==> config.mk <==
export PLATFORM = sky130hd
export DESIGN_NAME = uart_beep_ctrl
export DESIGN_NICKNAME = d
export VERILOG_FILES = /design/src/rtl/uart_beep_pkg.sv /design/src/rtl/uart_rx_byte.sv /design/src/rtl/uart_beep_ctrl.sv
export SDC_FILE = /design/constraint.sdc
export NUM_CORES = 1
export LEC_CHECK = 0
export ABC_AREA = 0
export CORE_MARGIN = 2
export CORE_UTILIZATION = 60
export CTS_BUF_LIST = sky130_fd_sc_hd__clkbuf_8
export CTS_CLUSTER_SIZE = 24
export DETAILED_ROUTE_END_ITERATION = 6
export GPL_ROUTABILITY_DRIVEN = 0
export PLACE_DENSITY = 0.82
export SETUP_SLACK_MARGIN = 0.15
export SLEW_MARGIN = 10
export SYNTH_ARGS = -nofsm -noshare
export SYNTH_HDL_FRONTEND = slang
export SYNTH_SLANG_ARGS = --single-unit
==> constraint.sdc <==
create_clock -name sys_clk -period 3 [get_ports sys_clk]
set_clock_uncertainty 0.05 [all_clocks]
set_input_delay 0.6 -clock sys_clk [delete_from_list [all_inputs] [get_ports sys_clk]]
set_output_delay 0.6 -clock sys_clk [all_outputs]
set_load 0.01 [all_outputs]
==> src/rtl/uart_beep_pkg.sv <==
// rtl/uart_beep_pkg.sv - shared types, constants and helpers for the UART beep controller
package uart_beep_pkg;

  // Receiver frame-tracking states
  typedef enum logic [1:0] {
    IDLE  = 2'd0,
    START = 2'd1,
    DATA  = 2'd2,
    STOP  = 2'd3
  } rx_state_t;

  localparam logic [7:0] CMD_ON_DEFAULT  = 8'h31;
  localparam logic [7:0] CMD_OFF_DEFAULT = 8'h30;

  // Width of the optional auto-off counter
  localparam int TIMEOUT_W = 28;

  // Last value of the per-bit cycle counter
  function automatic int baud_cnt_max(input int clk_freq, input int baud);
    return clk_freq / baud - 1;
  endfunction

endpackage

==> src/rtl/uart_rx_byte.sv <==
// rtl/uart_rx_byte.sv - 8N1 UART byte receiver with input synchroniser and framing check
module uart_rx_byte
  import uart_beep_pkg::*;
#(
  parameter int CLK_FREQ = 50_000_000,
  parameter int BAUD     = 9600
) (
  input  logic       sys_clk,
  input  logic       sys_rst,
  input  logic       uart_rx,
  output logic [7:0] rx_data,
  output logic       rx_valid,
  output logic       frame_err
);

  localparam int CNT_MAX = baud_cnt_max(CLK_FREQ, BAUD);
  localparam int CNT_W   = (CNT_MAX > 1) ? $clog2(CNT_MAX + 1) : 1;
  localparam logic [CNT_W-1:0] CNT_LAST = CNT_W'(CNT_MAX);
  localparam logic [CNT_W-1:0] CNT_MID  = CNT_W'(CNT_MAX / 2);

  logic             rx_meta;
  logic             rx_sync;
  logic             rx_prev;
  logic             rx_fall;
  logic             bit_mid;
  rx_state_t        state;
  logic [CNT_W-1:0] baud_cnt;
  logic [2:0]       bit_cnt;
  logic [7:0]       shift;

  // Two-flop synchroniser plus one delay stage for falling-edge detection; idles high
  always_ff @(posedge sys_clk) begin
    if (sys_rst) begin
      rx_meta <= 1'b1;
      rx_sync <= 1'b1;
      rx_prev <= 1'b1;
    end else begin
      rx_meta <= uart_rx;
      rx_sync <= rx_meta;
      rx_prev <= rx_sync;
    end
  end

  // A held-low line produces no edge, so a break cannot retrigger reception
  assign rx_fall = rx_prev & ~rx_sync;
  assign bit_mid = (baud_cnt == CNT_MID);

  // Frame FSM: the bit timer starts at the start-bit edge and runs freely through the frame
  always_ff @(posedge sys_clk) begin
    if (sys_rst) begin
      state     <= IDLE;
      baud_cnt  <= '0;
      bit_cnt   <= '0;
      shift     <= '0;
      rx_data   <= '0;
      rx_valid  <= 1'b0;
      frame_err <= 1'b0;
    end else begin
      rx_valid  <= 1'b0;
      frame_err <= 1'b0;
      if (state == IDLE || baud_cnt == CNT_LAST) begin
        baud_cnt <= '0;
      end else begin
        baud_cnt <= baud_cnt + 1'b1;
      end
      case (state)
        IDLE: begin
          bit_cnt <= '0;
          if (rx_fall) begin
            state <= START;
          end
        end
        START: begin
          // A line that is high again at mid start bit was only a glitch
          if (bit_mid) begin
            state <= rx_sync ? IDLE : DATA;
          end
        end
        DATA: begin
          if (bit_mid) begin
            shift[bit_cnt] <= rx_sync;
            bit_cnt        <= bit_cnt + 1'b1;
            if (bit_cnt == 3'd7) begin
              state <= STOP;
            end
          end
        end
        STOP: begin
          if (bit_mid) begin
            if (rx_sync) begin
              rx_data  <= shift;
              rx_valid <= 1'b1;
            end else begin
              frame_err <= 1'b1;
            end
            state <= IDLE;
          end
        end
        default: state <= IDLE;
      endcase
    end
  end

endmodule

==> src/rtl/uart_beep_ctrl.sv <==
// rtl/uart_beep_ctrl.sv - UART command decoder driving beep_flag; UART_BEEP_TIMEOUT_EN adds auto-off
module uart_beep_ctrl
  import uart_beep_pkg::*;
#(
  parameter int         CLK_FREQ       = 50_000_000,
  parameter int         BAUD           = 9600,
  parameter logic [7:0] CMD_ON         = CMD_ON_DEFAULT,
  parameter logic [7:0] CMD_OFF        = CMD_OFF_DEFAULT,
  parameter int         TIMEOUT_CYCLES = 250_000_000
) (
  input  logic       sys_clk,
  input  logic       sys_rst,
  input  logic       uart_rx,
  output logic       beep_flag,
  output logic [7:0] rx_data,
  output logic       rx_valid,
  output logic       frame_err
);

  logic cmd_on;
  logic cmd_off;

  if (TIMEOUT_CYCLES < 1 || TIMEOUT_CYCLES > 2 ** TIMEOUT_W) begin : g_bad_timeout
    $error("TIMEOUT_CYCLES does not fit the auto-off counter");
  end

  uart_rx_byte #(
    .CLK_FREQ (CLK_FREQ),
    .BAUD     (BAUD)
  ) u_rx (
    .sys_clk   (sys_clk),
    .sys_rst   (sys_rst),
    .uart_rx   (uart_rx),
    .rx_data   (rx_data),
    .rx_valid  (rx_valid),
    .frame_err (frame_err)
  );

  // Only correctly framed bytes are decoded; framing errors never reach the flag
  assign cmd_on  = rx_valid && (rx_data == CMD_ON);
  assign cmd_off = rx_valid && (rx_data == CMD_OFF);

`ifdef UART_BEEP_TIMEOUT_EN
  localparam logic [TIMEOUT_W-1:0] TIMEOUT_LAST = TIMEOUT_W'(TIMEOUT_CYCLES - 1);

  logic [TIMEOUT_W-1:0] timeout_cnt;

  // Beep flag with auto-off; a fresh ON restarts the window and beats a coincident timeout
  always_ff @(posedge sys_clk) begin
    if (sys_rst) begin
      beep_flag   <= 1'b0;
      timeout_cnt <= '0;
    end else if (cmd_on) begin
      beep_flag   <= 1'b1;
      timeout_cnt <= '0;
    end else if (cmd_off) begin
      beep_flag   <= 1'b0;
      timeout_cnt <= '0;
    end else if (beep_flag) begin
      if (timeout_cnt == TIMEOUT_LAST) begin
        beep_flag   <= 1'b0;
        timeout_cnt <= '0;
      end else begin
        timeout_cnt <= timeout_cnt + 1'b1;
      end
    end else begin
      timeout_cnt <= '0;
    end
  end
`else
  // Beep flag holds until an OFF command or reset
  always_ff @(posedge sys_clk) begin
    if (sys_rst) begin
      beep_flag <= 1'b0;
    end else if (cmd_on) begin
      beep_flag <= 1'b1;
    end else if (cmd_off) begin
      beep_flag <= 1'b0;
    end
  end
`endif

endmodule

=== Yosys cells after proc, flatten, opt, wreduce, memory -nomap -nowiden ===
Cells that the tools add are included.

* Bits in writable memories: 0
* Bits in registers: 40
* Memory bits (read-only): 0
* Latch bits: 0
* Output and inout bits: 11
* Input port bits: 3
* Memories kept: 0
* Word-level logic and storage cells: 61

* Reduce and logical (&&, ||, !) cells: 13
* Bitwise logic cells: 4
* Mux-type cells: 16
* Shifts and indexed selects: 0
* Divide/modulo/power cells: 0
* Order comparisons: 2
* Multipliers: 0
* Equal/unequal tests: 13
* Add/subtract/negate cells: 2

{| class="wikitable"
|+ Operators by type and width
! cell !! number
|-
| $eq A8 B6 Y1 const B || 2
|-
| $add A13 B1 Y13 const B || 1
|-
| $eq A13 B12 Y1 const B || 1
|-
| $eq A13 B13 Y1 const B || 1
|-
| $mux W2 || 6
|-
| $ne A2 B1 Y1 const B || 5
|-
| $bwmux W8 || 1
|-
| $pmux W2 S4 || 1
|-
| $pmux W3 S2 || 1
|-
| $mux W1 || 5
|-
| $reduce_and A5 Y1 || 1
|-
| $eq A2 B2 Y1 const B || 2
|-
| $lt A3 B4 Y1 const B || 1
|-
| $reduce_and A2 Y1 || 2
|-
| $reduce_bool A2 Y1 || 2
|-
| $add A3 B1 Y3 const B || 1
|-
| $demux W1 S3 || 1
|-
| $eq A3 B3 Y1 const B || 1
|-
| $ge A3 B1 Y1 const B || 1
|-
| $logic_and A1 B1 Y1 || 3
|-
| $mux W3 || 1
|-
| $not A1 Y1 || 3
|-
| $reduce_and A3 Y1 || 1
|-
| $reduce_or A3 Y1 || 1
|-
| other kinds (5) || 5
|}

=== Depth between registers and ports, before layout ===
Gate-level depths: netlist of run 1.

* Depth after elaboration: 5
* Mapped depth: 6
* Gate-level depth less buffers: 5

=== Hierarchy ===
From an unflattened synthesis of run 1, not the netlist that was laid out.

* Cell total of the unflattened synthesis: 184
* Area, all modules: 1747.9 µm²

{| class="wikitable"
|+ By module, submodules not included
! module !! cells an instance !! area an instance (µm²) !! times used
|-
| uart_rx_byte || 178 || 1676.6 || 1
|-
| uart_beep_ctrl || 6 || 71.3 || 1
|}

=== Worst setup path after synthesis of run 1 ===
OpenSTA, ideal clock, no wires.

* Path type: reg-to-reg
* Start point: register u_rx.baud_cnt[0]
* End point: register u_rx.shift[3]
* Required time: 2.878 ns
* Period minus slack after synthesis: 1.702 ns
* Setup slack: 1.298 ns
* Stages on the path, launching flop included: 6
* Arrival time: 1.580 ns
* Cell sequence: dfxtp_1 -> ha_1 -> nor4b_4 -> nand4_1 -> nor3b_1 -> mux2i_1

* Cells in the longest elaborated chain, start to end: 2

{| class="wikitable"
|+ Ends and longest elaborated chain
! element !! RTL line !! text
|-
| from (decl) || uart_rx_byte.sv:27 || <nowiki>logic [CNT_W-1:0] baud_cnt;</nowiki>
|-
| from (signal assigned) || uart_rx_byte.sv:64 || <nowiki>baud_cnt <= baud_cnt + 1'b1;</nowiki>
|-
| $eq A13 B12 Y1 || uart_rx_byte.sv:46 || <nowiki>assign bit_mid = (baud_cnt == CNT_MID);</nowiki>
|-
| $reduce_and A2 Y1 (no line) || -- ||
|-
| to (signal, indexed assignment) || uart_rx_byte.sv:81 || <nowiki>shift[bit_cnt] <= rx_sync;</nowiki>
|-
| to (decl) || uart_rx_byte.sv:29 || <nowiki>logic [7:0] shift;</nowiki>
|}

No other way between the ends.
A chain may end at the register's enable or synchronous reset.

=== Worst setup path after layout of run 1 ===
* Start point: register u_rx.baud_cnt[0]
* End point: register u_rx.shift[5]

Same word-level chain as after synthesis.

==> impl_results.rst, run 1 <==
.. list-table::
   :header-rows: 1

   * - Metric
     - Value
   * - Cell count after synthesis
     - 190
   * - Fraction of final layout cells sized beyond drive strength 1
     - between 7 and 8%
   * - Residual overflow from global routing
     - 0
   * - Pre-CTS setup slack
     - between 0.8 and 0.9 ns
   * - PnR worst setup slack
     - between 0.9 and 1 ns
   * - Arrival time at the worst endpoint
     - approximately 2.3 ns
   * - Pleak
     - around 0.67 nW
   * - Height of the chip
     - 58.0 µm
   * - Clk buf depth
     - 2
   * - Area taken by multi-input logic gates
     - around 890 µm²
   * - Number of global-route vias before repair
     - approximately 1200
   * - Kind of launch point of the worst setup path
     - flop
   * - Initial detailed-routing violation count
     - between 90 and 100
   * - Area of placed instances
     - ~0.0019 mm²
   * - Critical R2R Capture
     - u_rx.shift[5]
   * - Finished layout cell area
     - 0.00197 mm²
   * - Count of inserted antenna diode cells
     - 0
   * - Standard cell core area
     - approximately 0.0028 mm²
   * - # resized after CTS
     - 0
   * - Power density cells
     - about 470 mW/mm²
   * - Number of synthesized register bits
     - 40
   * - CTS Root Cell
     - sky130_fd_sc_hd__clkbuf_8
   * - Floorplan row count
     - 19
   * - Effective utilization at floorplan
     - a little under two thirds
   * - WP data required
     - 3.17 ns
   * - Worst Hold Path EP
     - u_rx.rx_sync
   * - I/O pin total
     - 14
   * - Rel. slew slack
     - between 60% and 70%
   * - Detailed-placement wirelength estimate
     - 2290 µm
   * - TritonCTS clock tree
     - yes
   * - Post-Syn Nets
     - 196
   * - Pre-antenna DRT Iters
     - 5
   * - # clock sinks
     - 40
   * - Met3 layer usage reported by global route
     - ~6%
   * - DIE WIDTH
     - approximately 58 µm
   * - Post-synthesis instance area
     - about 0.0017 mm²
   * - Netlist cell types
     - 38
   * - Launching element of the worst setup path
     - u_rx.baud_cnt[0]
   * - GRT Util Overall
     - between 20 and 25%
   * - Total Neg Setup Slack
     - 0 ns
   * - Final Core Density
     - 71.5%
   * - Pin count of the biggest net entering global routing
     - 29
   * - Commonest non-fill, non-tap cell in the layout
     - sky130_fd_sc_hd__dfxtp_1
   * - Layer with the highest usage
     - met1
   * - Number of vias per cell
     - just under 6
   * - Clk slew on worst S/H paths
     - 0.07 ns
   * - Part of the Yosys area used for sequential elements
     - between 40% and 50%
   * - Critical path fanouts, max
     - 8
   * - Die area
     - between 0.003 and 0.004 mm²
   * - Total instance count after detailed placement
     - between 200 and 250
   * - Final wirelength
     - 3250 µm
   * - Final Non-Filler Cells
     - between 200 and 250
   * - Number of fillers in the final layout
     - between 200 and 250
   * - Final nets
     - just over 200
   * - Crit end category
     - flop
   * - Final worst path period share
     - 69.7%
   * - Total number of vias
     - 1370
   * - Most used cells in the layout excluding fill and tap cells
     - sky130_fd_sc_hd__dfxtp_1, sky130_fd_sc_hd__nor2_1, sky130_fd_sc_hd__clkdlybuf4s50_1, sky130_fd_sc_hd__o21ai_0, sky130_fd_sc_hd__nand2_1
   * - # hold bufs at CTS
     - 0
   * - Area taken by flip-flops and latches
     - between 800 and 900 µm²
   * - HP Start
     - u_rx.rx_meta
   * - Number of antenna violations at the first check in global routing
     - 0
   * - Critical R2R Launch
     - u_rx.baud_cnt[0]
   * - Critical setup path kind
     - flop to flop
   * - Area contributors post-synth
     - sky130_fd_sc_hd__dfxtp_1, sky130_fd_sc_hd__mux2i_1, sky130_fd_sc_hd__nand3b_1
   * - Hold WC Path Type
     - flop to flop
   * - Number of warnings issued by yosys
     - 0
   * - Final count of hold timing violations
     - 0
   * - Drt wl/cell
     - 14.1 µm
   * - Worst-case reg-to-reg path depth
     - 5
   * - Area share of the leading cell type in the synthesized netlist
     - between 40% and 50%
   * - First-pass GRT wire length
     - around 5500 µm
   * - Cell type with the highest aggregate area in the netlist
     - sky130_fd_sc_hd__dfxtp_1
   * - Count of buffers added by post-CTS timing repair for setup
     - 0
   * - Slack of the worst reg-to-reg path
     - approximately 0.9 ns
   * - Growth of design area from synthesis to finish
     - 12.7%
   * - Met1 layer usage reported by global route
     - a little under a third
   * - Average instance area after synthesis
     - a little over 9 µm²
   * - DRC violation count after routing
     - 0
   * - Count of endpoints failing setup in the final report
     - 0
   * - TritonCTS Buffers
     - 5
   * - Post-layout minimum cycle time
     - roughly 2.1 ns
   * - Worst-skew pair later-pin latency
     - 0.30 ns
   * - Worst hold path depth
     - 1
   * - Met2 layer usage reported by global route
     - between 30% and 40%
   * - Max Clock Freq
     - ~480 MHz
   * - Total of max-cap violations
     - 0
   * - Maximum VDD drop
     - between 0.4 and 0.5 mV
   * - CTS H-Tree Depth
     - 2
   * - Input/output buffers
     - 13
   * - RSZ-0062 raised after global routing
     - false
   * - Outcome
     - finished clean
   * - Max-slew violation count
     - 0
   * - Worst Tran Pin Value
     - about 0.46 ns
   * - Number of nets with antenna violations after routing
     - 0
## critical path, stage by stage (launching register included)
cell and delay (ns):
sky130_fd_sc_hd__dfxtp_1 0.37, sky130_fd_sc_hd__ha_1 0.26, sky130_fd_sc_hd__nor4b_4 0.44, sky130_fd_sc_hd__nand4_1 0.30, sky130_fd_sc_hd__nor3b_1 0.38, sky130_fd_sc_hd__mux2i_1 0.22
## state kept, by name, summed over array words and instances, names as in the netlist, named ones only
name,count
u_rx.baud_cnt,13
u_rx.rx_data,8
u_rx.shift,8
u_rx.bit_cnt,3
beep_flag,1
u_rx.frame_err,1
u_rx.rx_meta,1
u_rx.rx_prev,1
u_rx.rx_sync,1
u_rx.rx_valid,1
u_rx.state,1
## worst max path at each step
stage	to	slack [ns]	depth (start not counted)
after detailed placement	u_rx.baud_cnt[4]	0.86	5
after global routing	u_rx.shift[5]	0.75	5
final	u_rx.shift[5]	0.91	5
after CTS	u_rx.shift[5]	0.92	5
after global placement	u_rx.baud_cnt[10]	0.91	5
after floorplan	u_rx.shift[3]	1.30	5
## where the power goes
part / switching (mW) / internal [mW]
sequential: 0.00358 / 0.533
combinational: 0.00982 / 0.00934
clock: 0.181 / 0.183
## per-layer routing
metal  vias up  wire length (µm)
li1        696                 -
met1       644              1580
met2        22              1460
met3         8               121
met4         0                82
met5         -                 0
## metrics by stage
stage	hold WS [ns]	power [mW]
CTS	0.374	0.930
floorplan	0.339	0.562
global placement	0.341	0.568
detailed placement	0.357	0.569
finish	0.369	0.921
global route	0.389	0.949
## cells in the mapped netlist, drive strengths merged
library cell and count:
nor2 16, and4bb 2, ha 3, or2 3, clkbuf 10, nor2b 1, nand2b 7, nor4 1
o21bai 1, a31oi 3, nand2 10, nor3 6, o31ai 1, xor2 3, nand3b 8, a21oi 7
or3 3, nand4 8, a41o 1, nor4b 2, nor3b 3, nand3 9, nor4bb 3, and4 1
and2 1, inv 4, o21ai 11, a221oi 2, mux2i 8, nand4b 2, and3b 1, xnor2 5
buf 2, dfxtp 40, and3 2
## cell type report
cell class	count	share of cell area, %
clock buffer	6	4.19
inverter	4	0.762
tap	31	1.97
clock inverter	2	0.508
sequential	40	40.6
multi-input combinational	134	45.0
timing repair buffer	14	6.98
## cells by family after synthesis
group                      Yosys count  synth area share (%)
xor gates and xnor gates             8                  4.01
DFF                                 40                  45.8
buffers and inverters               16                  3.58
adders and majority gates            3                  2.15
muxes                                8                  4.58
and+or+nand+nor                     89                  31.3
AOI/OAI and AO/OA                   26                  8.66
No activity file was read; power rests on OpenSTA's default activity.
==> run 2, diff against run 1 <==
--- a/config.mk
+++ b/config.mk
@@ -7,12 +7,12 @@
 export LEC_CHECK = 0
 export ABC_AREA = 0
 export CORE_MARGIN = 2
-export CORE_UTILIZATION = 60
+export CORE_UTILIZATION = 59
 export CTS_BUF_LIST = sky130_fd_sc_hd__clkbuf_8
 export CTS_CLUSTER_SIZE = 24
 export DETAILED_ROUTE_END_ITERATION = 6
 export GPL_ROUTABILITY_DRIVEN = 0
-export PLACE_DENSITY = 0.82
+export PLACE_DENSITY = 0.81
 export SETUP_SLACK_MARGIN = 0.15
 export SLEW_MARGIN = 10
 export SYNTH_ARGS = -nofsm -noshare
==> constraint.sdc (replaced) <==
create_clock -name sys_clk -period 2.1 [get_ports sys_clk]
set_clock_uncertainty 0.05 [all_clocks]
set_input_delay 0.42 -clock sys_clk [delete_from_list [all_inputs] [get_ports sys_clk]]
set_output_delay 0.42 -clock sys_clk [all_outputs]
set_load 0.01 [all_outputs]
==> run 2 against run 1 <==
Effect of this change: via count grew 2.1%; sequential cell count is the same; non-clock buffer count grew 2; register-to-register slack lost 0.69 ns; critical endpoint is now u_rx.shift[3]; routed wire length grew 8.7%; largest cell class unchanged.
==> impl_results.rst, run 2 (same netlist as run 1, synthesis figures left out) <==
.. list-table::
   :header-rows: 1

   * - Metric
     - Value
   * - Largest registers
     - u_rx.baud_cnt (13), u_rx.rx_data (8), u_rx.shift (8)
   * - Floorplan row count
     - 19
   * - Number of global-route vias before repair
     - 1267
   * - Max reg flops
     - 13
   * - Number of nets with antenna violations after routing
     - 0
   * - CTS Root Cell
     - sky130_fd_sc_hd__clkbuf_8
   * - Cells traversed along the worst timing path
     - ha_1 -> nor4b_4 -> buf_4 -> nand4_1 -> nor3b_1 -> mux2i_1
   * - Kind of launch point of the worst setup path
     - flop
   * - GRT Util Overall
     - 22.7%
   * - First-pass GRT wire length
     - 5890 µm
   * - Clk buf depth
     - 2
   * - Number of antenna violations at the first check in global routing
     - 0
   * - Detailed-placement wirelength estimate
     - about 2500 µm
   * - Number of vias per cell
     - between 6 and 7
   * - Hold WC Path Type
     - flop to flop
   * - Total Neg Setup Slack
     - 0 ns
   * - Pleak
     - 0.698 nW
   * - Post-layout minimum cycle time
     - between 1.5 and 2 ns
   * - Worst-skew pair later-pin latency
     - around 0.29 ns
   * - Count of endpoints failing setup in the final report
     - 0
   * - Final worst path period share
     - 89.7%
   * - Commonest non-fill, non-tap cell in the layout
     - sky130_fd_sc_hd__dfxtp_1
   * - Max-slew violation count
     - 0
   * - Final nets
     - a little over 200
   * - Growth of design area from synthesis to finish
     - 16.2%
   * - DIE WIDTH
     - around 58 µm
   * - Fraction of final layout cells sized beyond drive strength 1
     - around 8.9%
   * - Pre-antenna DRT Iters
     - 4
   * - Final wirelength
     - approximately 3500 µm
   * - RSZ-0062 raised after global routing
     - true
   * - Kind of cell adding the most delay to the critical path
     - simple AND/OR/NAND/NOR gates
   * - Outcome
     - finished clean
   * - Critical setup path kind
     - flop to flop
   * - Maximum VDD drop
     - 0.797 mV
   * - CTS H-Tree Depth
     - 2
   * - Count of inserted antenna diode cells
     - 0
   * - Clk slew on worst S/H paths
     - ~0.070 ns
   * - PnR worst setup slack
     - around 0.22 ns
   * - Number of fillers in the final layout
     - approximately 200
   * - WP data required
     - about 2.3 ns
   * - Final Core Density
     - approximately three quarters
   * - Height of the chip
     - 58.5 µm
   * - Power density cells
     - between 700 and 800 mW/mm²
   * - Worst Tran Pin Value
     - around 0.41 ns
   * - Pin count of the biggest net entering global routing
     - 28
   * - Total Power
     - 1.46 mW
   * - Cell type of the slowest stage on the worst timing path
     - sky130_fd_sc_hd__dfxtp_1
   * - Drt wl/cell
     - roughly 15 µm
   * - Reg with most FFs
     - u_rx.baud_cnt
   * - DRC violation count after routing
     - 0
   * - Crit end category
     - flop
   * - Standard cell core area
     - 0.00278 mm²
   * - Critical path fanouts, max
     - 7
   * - Rel. slew slack
     - 72.5%
   * - Max Clock Freq
     - 531 MHz
   * - Initial detailed-routing violation count
     - 73
   * - # clock sinks
     - 40
   * - TritonCTS clock tree
     - yes
   * - Die area
     - 0.00342 mm²
   * - Total of max-cap violations
     - 0
   * - Arrival time at the worst endpoint
     - around 2.1 ns
   * - Pre-CTS setup slack
     - 0.194 ns
   * - Biggest cell delay along the critical path
     - 0.37 ns
   * - I/O pin total
     - 14
   * - Effective utilization at floorplan
     - roughly 63%
   * - Total number of vias
     - approximately 1400
   * - Most used cells in the layout excluding fill and tap cells
     - sky130_fd_sc_hd__dfxtp_1, sky130_fd_sc_hd__nor2_1, sky130_fd_sc_hd__clkdlybuf4s50_1, sky130_fd_sc_hd__o21ai_0, sky130_fd_sc_hd__nand2_1
   * - Input/output buffers
     - 13
   * - TritonCTS Buffers
     - 5
   * - Residual overflow from global routing
     - 0
   * - Crit path buf inv count
     - 1
   * - Final count of hold timing violations
     - 0
-- run 2: cell types whose count changed in the layout (fill, tap and decap cells not counted) --
cell / previous run / this run
sky130_fd_sc_hd__nor3b_1: 3 / 2
sky130_fd_sc_hd__buf_4: 1 / 3
sky130_fd_sc_hd__nor3b_2: 0 / 1
sky130_fd_sc_hd__clkinv_2: 2 / 0
sky130_fd_sc_hd__nand4_2: 1 / 0
sky130_fd_sc_hd__bufinv_16: 0 / 1
sky130_fd_sc_hd__nand4_4: 0 / 1
sky130_fd_sc_hd__clkbuf_8: 6 / 7
-- run 2: final cells by class --
type                       instances  area [µm²]  share of cell area [%]
clock buffer                       7        96.3                    4.74
clock inverter                     1        30.0                    1.48
inverter                           4        15.0                   0.738
multi-input combinational        134         900                    44.2
sequential                        40         801                    39.4
tap                               31        38.8                    1.91
timing repair buffer              16         153                    7.51
-- run 2: path summary, 6_finish.rpt --
check                           depth (start not counted)       endpoint  slack (ns)              from
worst max-delay path                                    6  u_rx.shift[3]        0.22  u_rx.baud_cnt[0]
worst min-delay path                                    1   u_rx.rx_sync        0.36      u_rx.rx_meta
worst max register to register                          6  u_rx.shift[3]        0.22  u_rx.baud_cnt[0]
worst min register to register                          1   u_rx.rx_sync        0.36      u_rx.rx_meta
-- run 2: metal layers --
metal / global-route usage (%) / wire (µm)
met2: 35.3 / 1640
met1: 30.7 / 1700
met5: 0 / 0
met3: 4.62 / 123
met4: 9.63 / 68
-- run 2: power by group --
group	total, mW	internal (mW)	switching [mW]	leakage [nW]
clock network	0.667	0.419	0.248	0.0645
registers	0.767	0.762	0.00536	0.323
logic	0.0277	0.0134	0.0143	0.311
-- run 2: stage by stage --
step / cell area (µm²) / hold slack (ns) / std cells
3_3_place_gp: 1890 / 0.342 / 224
2_1_floorplan: 1750 / 0.339 / 190
4_1_cts: 2010 / 0.364 / 232
6_report: 2030 / 0.360 / 233
5_1_grt: 2030 / 0.377 / 233
3_5_place_dp: 1890 / 0.349 / 224
-- run 2: worst register-to-register path, stage by stage (launching register included) --
cell	delay (ns)
sky130_fd_sc_hd__dfxtp_1	0.37
sky130_fd_sc_hd__ha_1	0.25
sky130_fd_sc_hd__nor4b_4	0.24
sky130_fd_sc_hd__buf_4	0.20
sky130_fd_sc_hd__nand4_1	0.21
sky130_fd_sc_hd__nor3b_1	0.31
sky130_fd_sc_hd__mux2i_1	0.20
-- run 2: what timing repair did --
action,CTS,global route
hold buffers,0,0
endpoints found under the setup margin,0,14
gates resized for setup,0,2
endpoints found under the hold margin,0,0
setup buffers,0,1
==> run 3, diff against run 2 <==
--- a/config.mk
+++ b/config.mk
@@ -6,7 +6,7 @@
 export NUM_CORES = 1
 export LEC_CHECK = 0
 export ABC_AREA = 0
-export CORE_MARGIN = 2
+export CORE_MARGIN = 3
 export CORE_UTILIZATION = 59
 export CTS_BUF_LIST = sky130_fd_sc_hd__clkbuf_8
 export CTS_CLUSTER_SIZE = 24
==> run 3 against run 2 <==
Effect of this change: via count up 0.86%; clock-buffer cell count is 1 lower; total power fell by 11%; largest power group unchanged.
==> impl_results.rst, run 3 (same netlist as run 1, synthesis figures left out) <==
.. list-table::
   :header-rows: 1

   * - Metric
     - Value
   * - WP data required
     - roughly 2.3 ns
   * - Number of vias per cell
     - 6.03
   * - Maximum VDD drop
     - around 0.6 mV
   * - Final worst path period share
     - 86.5%
   * - Arrival time at the worst endpoint
     - 1.97 ns
   * - Critical path fanouts, max
     - 6
   * - Worst Tran Pin Value
     - about 0.42 ns
   * - CTS H-Tree Depth
     - 2
   * - I/O pin total
     - 14
   * - Pleak
     - just under 0.7 nW
   * - Number of global-route vias before repair
     - roughly 1300
   * - Initial detailed-routing violation count
     - just under 100
   * - Pre-CTS setup slack
     - between 0.1 and 0.15 ns
   * - Critical setup path kind
     - flop to flop
   * - Growth of design area from synthesis to finish
     - 14.9%
   * - Max Clock Freq
     - 551 MHz
   * - Number of antenna violations at the first check in global routing
     - 0
   * - Number of fillers in the final layout
     - between 200 and 250
   * - Detailed-placement wirelength estimate
     - between 2000 and 3000 µm
   * - Outcome
     - finished clean
   * - PnR worst setup slack
     - between 0.2 and 0.3 ns
   * - Rel. slew slack
     - 71.6%
   * - Max reg flops
     - 13
   * - Final nets
     - between 200 and 250
   * - Total number of vias
     - roughly 1400
   * - First-pass GRT wire length
     - just under 6000 µm
   * - Total Power
     - between 1 and 1.5 mW
   * - Drt wl/cell
     - around 15 µm
   * - Reg with most FFs
     - u_rx.baud_cnt
   * - Final wirelength
     - about 3500 µm
   * - Hold WC Path Type
     - flop to flop
   * - # hold bufs at CTS
     - 0
   * - CTS Root Cell
     - sky130_fd_sc_hd__clkbuf_8
   * - Max-slew violation count
     - 0
   * - Total Neg Setup Slack
     - 0 ns
   * - Floorplan row count
     - 19
   * - Commonest non-fill, non-tap cell in the layout
     - sky130_fd_sc_hd__dfxtp_1
   * - Largest registers
     - u_rx.baud_cnt (13), u_rx.rx_data (8), u_rx.shift (8)
   * - Fraction of final layout cells sized beyond drive strength 1
     - between 10% and 20%
   * - Count of endpoints failing setup in the final report
     - 0
   * - Worst-case reg-to-reg path depth
     - 6
   * - Clk buf depth
     - 2
   * - Residual overflow from global routing
     - 0
   * - Area taken by multi-input logic gates
     - around 900 µm²
   * - Input/output buffers
     - 13
   * - Count of inserted antenna diode cells
     - 0
   * - Effective utilization at floorplan
     - 62.9%
   * - Final count of hold timing violations
     - 0
   * - Power density cells
     - approximately 650 mW/mm²
   * - DIE WIDTH
     - 60.5 µm
   * - Area taken by flip-flops and latches
     - between 800 and 900 µm²
   * - Most used cells in the layout excluding fill and tap cells
     - sky130_fd_sc_hd__dfxtp_1, sky130_fd_sc_hd__nor2_1, sky130_fd_sc_hd__clkdlybuf4s50_1, sky130_fd_sc_hd__o21ai_0, sky130_fd_sc_hd__nand2_1
   * - Crit end category
     - flop
   * - # clock sinks
     - 40
   * - GRT Util Overall
     - 21.8%
   * - Worst-skew pair later-pin latency
     - a little under 0.3 ns
   * - TritonCTS Buffers
     - 5
   * - Pre-antenna DRT Iters
     - 4
   * - Kind of launch point of the worst setup path
     - flop
   * - Height of the chip
     - approximately 60 µm
   * - Standard cell core area
     - between 0.002 and 0.003 mm²
   * - Final Core Density
     - between 70% and 80%
   * - Total of max-cap violations
     - 0
   * - Post-layout minimum cycle time
     - between 1.5 and 2 ns
   * - Pin count of the biggest net entering global routing
     - 28
   * - TritonCTS clock tree
     - yes
   * - RSZ-0062 raised after global routing
     - true
   * - DRC violation count after routing
     - 0
   * - Die area
     - 0.00365 mm²
   * - Number of nets with antenna violations after routing
     - 0
   * - Worst hold path depth
     - 1
   * - Clk slew on worst S/H paths
     - about 0.07 ns
   * - Slack of the worst reg-to-reg path
     - ~0.28 ns
## run 3: changes by cell type in the layout (fill, tap and decap cells not counted)
cell	before	now
sky130_fd_sc_hd__ha_2	0	1
sky130_fd_sc_hd__inv_1	4	6
sky130_fd_sc_hd__bufinv_16	1	0
sky130_fd_sc_hd__buf_4	3	4
sky130_fd_sc_hd__clkbuf_8	7	6
sky130_fd_sc_hd__and3_2	0	1
sky130_fd_sc_hd__nor3b_1	2	1
sky130_fd_sc_hd__and3_1	2	1
sky130_fd_sc_hd__nand4_4	1	0
sky130_fd_sc_hd__nor3_2	0	1
sky130_fd_sc_hd__nor3b_2	1	2
sky130_fd_sc_hd__nand4_2	0	1
sky130_fd_sc_hd__ha_1	3	2
sky130_fd_sc_hd__nor3_1	6	5
## run 3: repair_timing
| item | 4_1_cts | 5_1_grt |
|---|---|---|
| setup buffers | 2 | 1 |
| resized for setup | 0 | 5 |
| endpoints found under the setup margin | 2 | 12 |
| pin swaps | 0 | 1 |
## run 3: critical path, cell delays in order, from the launching register on
cell	delay, ns
sky130_fd_sc_hd__dfxtp_1	0.39
sky130_fd_sc_hd__ha_2	0.23
sky130_fd_sc_hd__nor4b_4	0.30
sky130_fd_sc_hd__buf_4	0.19
sky130_fd_sc_hd__and3_2	0.24
sky130_fd_sc_hd__nand3_1	0.09
sky130_fd_sc_hd__a221oi_1	0.24
## run 3: worst paths after layout
check,from,end
hold reg to reg,u_rx.rx_meta,u_rx.rx_sync
hold / removal,u_rx.rx_meta,u_rx.rx_sync
setup / recovery,u_rx.baud_cnt[0],u_rx.state[0]
setup reg to reg,u_rx.baud_cnt[0],u_rx.state[0]
## run 3: power breakdown
group / switching [mW] / internal [mW] / leakage (nW)
logic: 0.0145 / 0.0134 / 0.309
registers: 0.00522 / 0.762 / 0.323
clock network: 0.248 / 0.258 / 0.0538
total: 0.268 / 1.03 / 0.686
## run 3: stage by stage
stage	cells	hold slack, ns	area (µm²)
floorplan	190	0.339	1750
global placement	223	0.343	1880
detailed placement	223	0.358	1880
CTS	233	0.369	1980
global route	234	0.396	2010
finish	234	0.370	2010
## run 3: routing by layer
layer | GRT usage (%) | vias up | part of all wire, %
met5 | 0 | - | 0
met4 | 10.2 | 0 | 1.8
met2 | 35.3 | 27 | 49
li1 | - | 701 | -
met3 | 4.47 | 7 | 3.6
met1 | 27.9 | 676 | 46
## run 3: cell type report
cell class              instances  area share, %
inverters                       4          0.747
clock inverters                 2          0.374
multi-input cells             134           45.0
flip-flops and latches         40           39.9
well taps                      31           1.93
repair buffers                 17           7.97
clock buffers                   6           4.11
